[src/rtl/cellcore_pkg.sv]
// Shared definitions for the cell core: opcode encodings, register IDs and
// the branch-control state enum.
package cellcore_pkg;

    localparam logic [3:0] OP_UNL  = 4'hC;
    localparam logic [3:0] OP_JUMP = 4'hD;
    localparam logic [3:0] OP_CALL = 4'hA;
    localparam logic [3:0] OP_RET  = 4'hB;
    localparam logic [3:0] OP_HALT = 4'hE;

    localparam logic [3:0] REG_MY  = 4'hF;

    typedef enum logic [1:0] {
        ST_RUN    = 2'd0,
        ST_HALTED = 2'd1,
        ST_FAULT  = 2'd2
    } cell_state_e;

    // True for opcodes that transfer control or stop, and so never write registers.
    function automatic logic is_flow_op(input logic [3:0] op);
        logic r;
        case (op)
            OP_JUMP, OP_CALL, OP_RET, OP_HALT: r = 1'b1;
            default:                           r = 1'b0;
        endcase
        return r;
    endfunction

endpackage

[src/rtl/cell_return_stack.sv]
// Return-address stack for the cell branch controller. Entries are not reset;
// only the occupancy counter is, so a pop never sees stale data below sp.
module cell_return_stack
    import cellcore_pkg::*;
#(
    parameter int PC_WIDTH    = 12,
    parameter int STACK_DEPTH = 4
) (
    input  logic                               clk,
    input  logic                               rst_n,
    input  logic                               push,
    input  logic                               pop,
    input  logic [PC_WIDTH-1:0]                push_data,
    output logic [PC_WIDTH-1:0]                top_data,
    output logic                               full,
    output logic                               empty,
    output logic [$clog2(STACK_DEPTH+1)-1:0]   sp
);

    localparam int SP_W  = $clog2(STACK_DEPTH + 1);
    localparam int SLOTS = 1 << SP_W;

    logic [SP_W-1:0]     r_sp;
    logic [PC_WIDTH-1:0] r_mem [SLOTS];

    // Occupancy counter; push and pop are mutually exclusive by construction upstream.
    always_ff @(posedge clk or negedge rst_n) begin
        if (!rst_n) begin
            r_sp <= {SP_W{1'b0}};
        end else if (push && !full) begin
            r_sp <= r_sp + SP_W'(1);
        end else if (pop && !empty) begin
            r_sp <= r_sp - SP_W'(1);
        end
    end

    // Entry storage.
    always_ff @(posedge clk) begin
        if (push && !full) begin
            r_mem[r_sp] <= push_data;
        end
    end

    assign top_data = r_mem[r_sp - SP_W'(1)];
    assign full     = (r_sp == SP_W'(STACK_DEPTH));
    assign empty    = (r_sp == {SP_W{1'b0}});
    assign sp       = r_sp;

endmodule

[src/rtl/cell_branch_control.sv]
// Per-cell branch controller: keeps a private PC, follows the broadcast
// instruction stream only while synchronized, and supports CALL/RET/HALT.
module cell_branch_control
    import cellcore_pkg::*;
#(
    parameter int REGISTER_LENGTH = 8,
    parameter int PC_WIDTH        = 12,
    parameter int STACK_DEPTH     = 4,
    parameter int PC_STEP         = 2
) (
    input  logic                               clk,
    input  logic                               rst_n,
    input  logic [REGISTER_LENGTH-1:0]         target_value,
    input  logic [15:0]                        instruction,
    input  logic [PC_WIDTH-1:0]                program_counter,
    input  logic                               execution_enable,
    output logic                               enable,
    output logic                               state_change_enable,
    output logic [PC_WIDTH-1:0]                local_pc,
    output logic                               synchronized,
    output logic [$clog2(STACK_DEPTH+1)-1:0]   sp,
    output logic                               fault,
    output logic                               halted
);

    localparam logic [PC_WIDTH-1:0] PC_INC = PC_WIDTH'(PC_STEP);

    cell_state_e         r_state;
    logic [PC_WIDTH-1:0] r_local_pc;
    logic                r_fault;
    logic                r_halted;

    logic [3:0]          w_opcode;
    logic [3:0]          w_target;
    logic [PC_WIDTH-1:0] w_imm;
    logic [PC_WIDTH-1:0] w_addr;
    logic [PC_WIDTH-1:0] w_seq_pc;
    logic [PC_WIDTH-1:0] w_top;
    logic                w_sync;
    logic                w_active;
    logic                w_unl_taken;
    logic                w_full;
    logic                w_empty;
    logic                w_push;
    logic                w_pop;

    assign w_opcode    = instruction[15:12];
    assign w_target    = instruction[11:8];
    assign w_imm       = PC_WIDTH'(instruction[7:0]);
    assign w_addr      = PC_WIDTH'(instruction[11:0]);
    assign w_seq_pc    = r_local_pc + PC_INC;
    assign w_sync      = (r_local_pc == program_counter);
    // A diverged cell simply idles until the global PC comes back to its own.
    assign w_active    = execution_enable && w_sync && (r_state == ST_RUN) && !r_fault;
    assign w_unl_taken = (w_opcode == OP_UNL) && (target_value == {REGISTER_LENGTH{1'b0}});
    assign w_push      = w_active && (w_opcode == OP_CALL) && !w_full;
    assign w_pop       = w_active && (w_opcode == OP_RET) && !w_empty;

    cell_return_stack #(
        .PC_WIDTH    (PC_WIDTH),
        .STACK_DEPTH (STACK_DEPTH)
    ) u_stack (
        .clk       (clk),
        .rst_n     (rst_n),
        .push      (w_push),
        .pop       (w_pop),
        .push_data (w_seq_pc),
        .top_data  (w_top),
        .full      (w_full),
        .empty     (w_empty),
        .sp        (sp)
    );

    // Control FSM: local PC, run/halt/fault state and the sticky flags.
    always_ff @(posedge clk or negedge rst_n) begin
        if (!rst_n) begin
            r_state    <= ST_RUN;
            r_local_pc <= {PC_WIDTH{1'b0}};
            r_fault    <= 1'b0;
            r_halted   <= 1'b0;
        end else if (w_active) begin
            case (w_opcode)
                OP_UNL:  r_local_pc <= w_unl_taken ? w_imm : w_seq_pc;
                OP_JUMP: r_local_pc <= w_addr;
                OP_CALL: begin
                    if (w_full) begin
                        r_fault <= 1'b1;
                        r_state <= ST_FAULT;
                    end else begin
                        r_local_pc <= w_addr;
                    end
                end
                OP_RET: begin
                    if (w_empty) begin
                        r_fault <= 1'b1;
                        r_state <= ST_FAULT;
                    end else begin
                        r_local_pc <= w_top;
                    end
                end
                OP_HALT: begin
                    r_halted <= 1'b1;
                    r_state  <= ST_HALTED;
                end
                default: r_local_pc <= w_seq_pc;
            endcase
        end
    end

    // Register-write enables; w_active already excludes HALTED and FAULT.
    always_comb begin
        enable              = 1'b0;
        state_change_enable = 1'b0;
        if (w_active && !w_unl_taken && !is_flow_op(w_opcode)) begin
            enable              = 1'b1;
            state_change_enable = (w_target == REG_MY);
        end else begin
            enable              = 1'b0;
            state_change_enable = 1'b0;
        end
    end

    assign local_pc     = r_local_pc;
    assign synchronized = w_sync;
    assign fault        = r_fault;
    assign halted       = r_halted;

endmodule

[config.mk]
export PLATFORM = sky130hd
export DESIGN_NAME = cell_branch_control
export DESIGN_NICKNAME = d
export VERILOG_FILES = /design/src/rtl/cellcore_pkg.sv /design/src/rtl/cell_return_stack.sv /design/src/rtl/cell_branch_control.sv
export SDC_FILE = /design/constraint.sdc
export NUM_CORES = 1
export LEC_CHECK = 0
export ABC_AREA = 1
export CAP_MARGIN = 30
export CORE_MARGIN = 4
export CORE_UTILIZATION = 52
export DETAILED_ROUTE_END_ITERATION = 10
export PLACE_DENSITY = 0.73
export SYNTH_ARGS = -nofsm -noshare
export SYNTH_HDL_FRONTEND = slang
export SYNTH_HIERARCHICAL = 1
export SYNTH_SLANG_ARGS = --single-unit
[constraint.sdc]
create_clock -name clk -period 2.5 [get_ports clk]
set_input_delay 0.25 -clock clk [delete_from_list [all_inputs] [get_ports clk]]
set_output_delay 0.25 -clock clk [all_outputs]
set_load 0.01 [all_outputs]
==> results of run 1 <==
-- Yosys cell counts --
library cell	n
dfrtp_1	19
nand4_2	1
ha_1	4
o21ai_0	2
buf_4	8
nand4_4	1
clkinv_1	1
o21a_1	1
a21boi_1	1
nor2_2	6
a22oi_1	2
xor2_1	7
nand2_4	2
nor2_1	46
inv_6	1
nor3_4	1
nand3_1	69
nor2_4	3
inv_1	144
buf_6	11
nor4_1	1
o21ai_1	3
nand4_1	5
xnor2_1	5
edfxtp_1	96
inv_4	2
buf_2	6
a22o_1	1
inv_2	12
a21oi_2	3
nor3_1	2
o211ai_1	1
nand2_1	306
nand2_2	4
a21oi_1	3
-- layout make-up --
class	instances	area share, %
inverters	160	7.69
clock inverters	15	2.68
flip-flops and latches	115	42.4
repair buffers	105	12.0
multi-input cells	480	27.6
well taps	147	2.32
clock buffers	17	5.36
-- worst max path at each step --
stage	to	cells after the start
6_report	u_stack/r_mem[6][5]	13
5_1_grt	u_stack/r_mem[2][7]	14
4_1_cts	synchronized	9
3_5_place_dp	u_stack/r_mem[5][5]	14
3_3_place_gp	u_stack/r_mem[5][1]	14
2_1_floorplan	u_stack/r_mem[0][0]	11
-- placed cells by master (no fill, tap or decap), types with 4 or more instances in the layout --
cell and instances:
clkbuf_16 17, buf_4 41, nor2_2 9, xnor2_1 5, xor2_1 7, inv_2 12, edfxtp_1 96, nor2_4 5
inv_1 144, nand2_1 304, nor2_1 41, clkdlybuf4s50_1 55, nand4_1 5, bufinv_16 5, dfrtp_1 16, nand3_1 69
nand2_2 6, buf_6 5, ha_1 4
-- sequential cells by signal, summed over array words and instances, names as in the netlist --
register,count
local_pc,12
halted,1
fault,1
u_stack/sp,3
r_state,2
u_stack/r_mem,96
-- through the flow --
step / setup slack (ns) / cells
after floorplan: -0.0708 / 780
after global placement: -0.147 / 1006
after detailed placement: -0.235 / 1006
after CTS: 0.00907 / 1038
after global routing: -0.0834 / 1039
final: 0.161 / 1039
-- routing by layer --
metal	track usage [%]	wire [um]
met1	30.4	6700
met2	39.3	8010
met3	5.69	1130
met4	7.84	282
met5	0	0
-- cells by family after synthesis --
kind of cell / count (synthesis) / synth area share (%)
xor gates and xnor gates: 12 / 1.66
and+or+nand+nor: 447 / 29.7
DFF: 115 / 53.0
AOI/OAI and AO/OA: 17 / 1.78
buffers and inverters: 185 / 13.0
adders and majority gates: 4 / 0.790
-- power groups by stage --
stage,clock [W],combinational [W],sequential [W]
after floorplan,0,0.0000641,0.00209
after global placement,0,0.000167,0.00209
after detailed placement,0,0.000170,0.00209
after CTS,0.00263,0.000170,0.00205
after global routing,0.00272,0.000187,0.00205
final,0.00262,0.000170,0.00205
-- what timing repair did --
| action | CTS | global route |
|---|---|---|
| pin swaps | 0 | 0 |
| gates resized for setup | 2 | 21 |
| setup endpoints to repair | 2 | 97 |
| hold endpoints to repair | 0 | 0 |
| gates cloned | 0 | 1 |
==> impl_metrics.py, run 1 <==
metrics = {
    "run_status": {
        "status": "completed",
    },
    "synthesis": {
        "yosys.area.top_type": "edfxtp_1",
        "ys_seq_area_share_pct": 53.0,
        "ys_ff_latch": 115,
        "synth_area_um2": 6330,
        "synth.distinct_cells": 35,
        "avgSynthCellArea_um2": 8.12,
        "synth_top_area_share_pct": 45.5,
        "syn-num-nets": 823,
        "yosys_warnings": 6,
        "netlist_instances": 780,
        "synth_area_leaders": "edfxtp_1, nand2_1, inv_1, dfrtp_1, nand3_1",
    },
    "critical_path": {
        "required_ns": 2.62,
        "r2r-end": "u_stack/r_mem[6][5]",
        "cp_data_arrival_time_ns": 2.46,
        "path_cells": "inv_2, nand2_1, nand2_1, nor2_1, nand2_1, nor2_4, nand3_1, nor3_2, inv_1, a21oi_4, nand2_2, nor2_4, clkbuf_4",
        "start_kind": "register",
        "startpoint": "local_pc[5]",
        "max_stage_delay_ns": 0.43,
        "timing.rr.start": "local_pc[5]",
        "endpoint_kind": "register",
        "path_class": "register to register",
        "path_common_cell": "nand2_1",
        "reg2reg_slack_ns": 0.16,
        "slowest_stage": "dfrtp_1",
        "crit_buf_inv": 3,
        "critPathTopFamily": "simple AND/OR/NAND/NOR gates",
        "r2r_cells": 13,
        "worstPathMaxFanout": 6,
    },
    "clock_network": {
        "worstSkewPairLatency_ns": 0.41,
        "clk_pin_slew_worst_paths_ns": 0.06,
        "htreeDepth": 4,
        "ctsRootBufferMaster": "clkbuf_16",
        "clock_path_buffers": 2,
        "numCtsBuffers": 17,
        "cts_hold_buf": 0,
        "clock-sinks": 115,
        "post_cts_buffers": 0,
        "cts_tree": "yes",
    },
    "power": {
        "ir_drop_mv": 0.545,
        "pwr-share-clk_pct": 54.1,
        "switching_power_w": 0.000941,
        "p_int_w": 0.00390,
        "swShare_pct": 19.4,
        "seqPwrFrac_pct": 42.4,
        "p_total_w": 0.00484,
        "p_leak_nw": 3.84,
        "p_per_area_nw_per_um2": 610,
        "combinationalPowerShare_pct": 3.5,
    },
    "sta": {
        "setup_viol": 0,
        "tns_ns": 0,
        "max_freq_mhz": 428,
        "period_needed_ns": 2.34,
        "finalHoldWorstSlack_ns": 0.178,
        "finalMaxSlewViolations": 0,
        "slew_headroom_pct": 63.9,
        "fin_crit_sh_pct": 93.6,
        "hold_viol": 0,
        "finClkSkew_ns": 0.00693,
        "max_slew.worst_pin.slew_ns": 0.541,
        "grt_setup_unrepaired": "yes",
    },
    "floorplan": {
        "io-pin-count": 59,
        "die_h_um": 118,
        "rows": 40,
        "start_util_pct": 52.9,
        "die_area_um2": 14000,
        "core_area_um2": 12000,
        "fp.dieW_um": 118,
    },
    "final_layout": {
        "fin_area_um2": 7940,
        "post-route-util_pct": 66.4,
        "drive_above_1_share_pct": 13.9,
        "multi_input_area_um2": 2190,
        "syn_to_final_growth_pct": 25.3,
        "final-seq-area_um2": 3360,
        "diodes": 0,
        "fillCellCount": 946,
        "fin_nets": 922,
    },
    "global_routing": {
        "antenna_found_initial": 0,
        "grt_pass1_vias": 5108,
        "grt_start_max_net_pins": 53,
        "grt_use_total_pct": 23.6,
        "grt_pass1_wl_um": 25600,
        "grt-ovfl-total": 0,
    },
    "job": {
        "drv_cap": 0,
    },
    "hold_path": {
        "min_path_type": "primary input to async pin",
    },
    "placement": {
        "gp_congestion": 0.873,
        "hpwl_um": 11500,
        "portBuffers": 58,
        "placed_area_um2": 7230,
    },
    "drt": {
        "vias": 5225,
        "drc": 0,
        "routed_wl_um": 16100,
        "ant_nets": 0,
        "wl_per_cell_um": 15.5,
        "drt_pass1_iterations": 5,
        "drtIter0Drc": 424,
        "vias_per_cell": 5.03,
    },
}
Note: power is estimated with default switching activity, not from simulation.
==> run 2, diff against run 1 <==
--- a/config.mk
+++ b/config.mk
@@ -10,6 +10,7 @@
 export CORE_MARGIN = 4
 export CORE_UTILIZATION = 52
 export DETAILED_ROUTE_END_ITERATION = 10
+export HOLD_SLACK_MARGIN = 0.05
 export PLACE_DENSITY = 0.73
 export SYNTH_ARGS = -nofsm -noshare
 export SYNTH_HDL_FRONTEND = slang
==> results of run 2 <==
Final layout, timing and power as in run 1 (identical DEF).
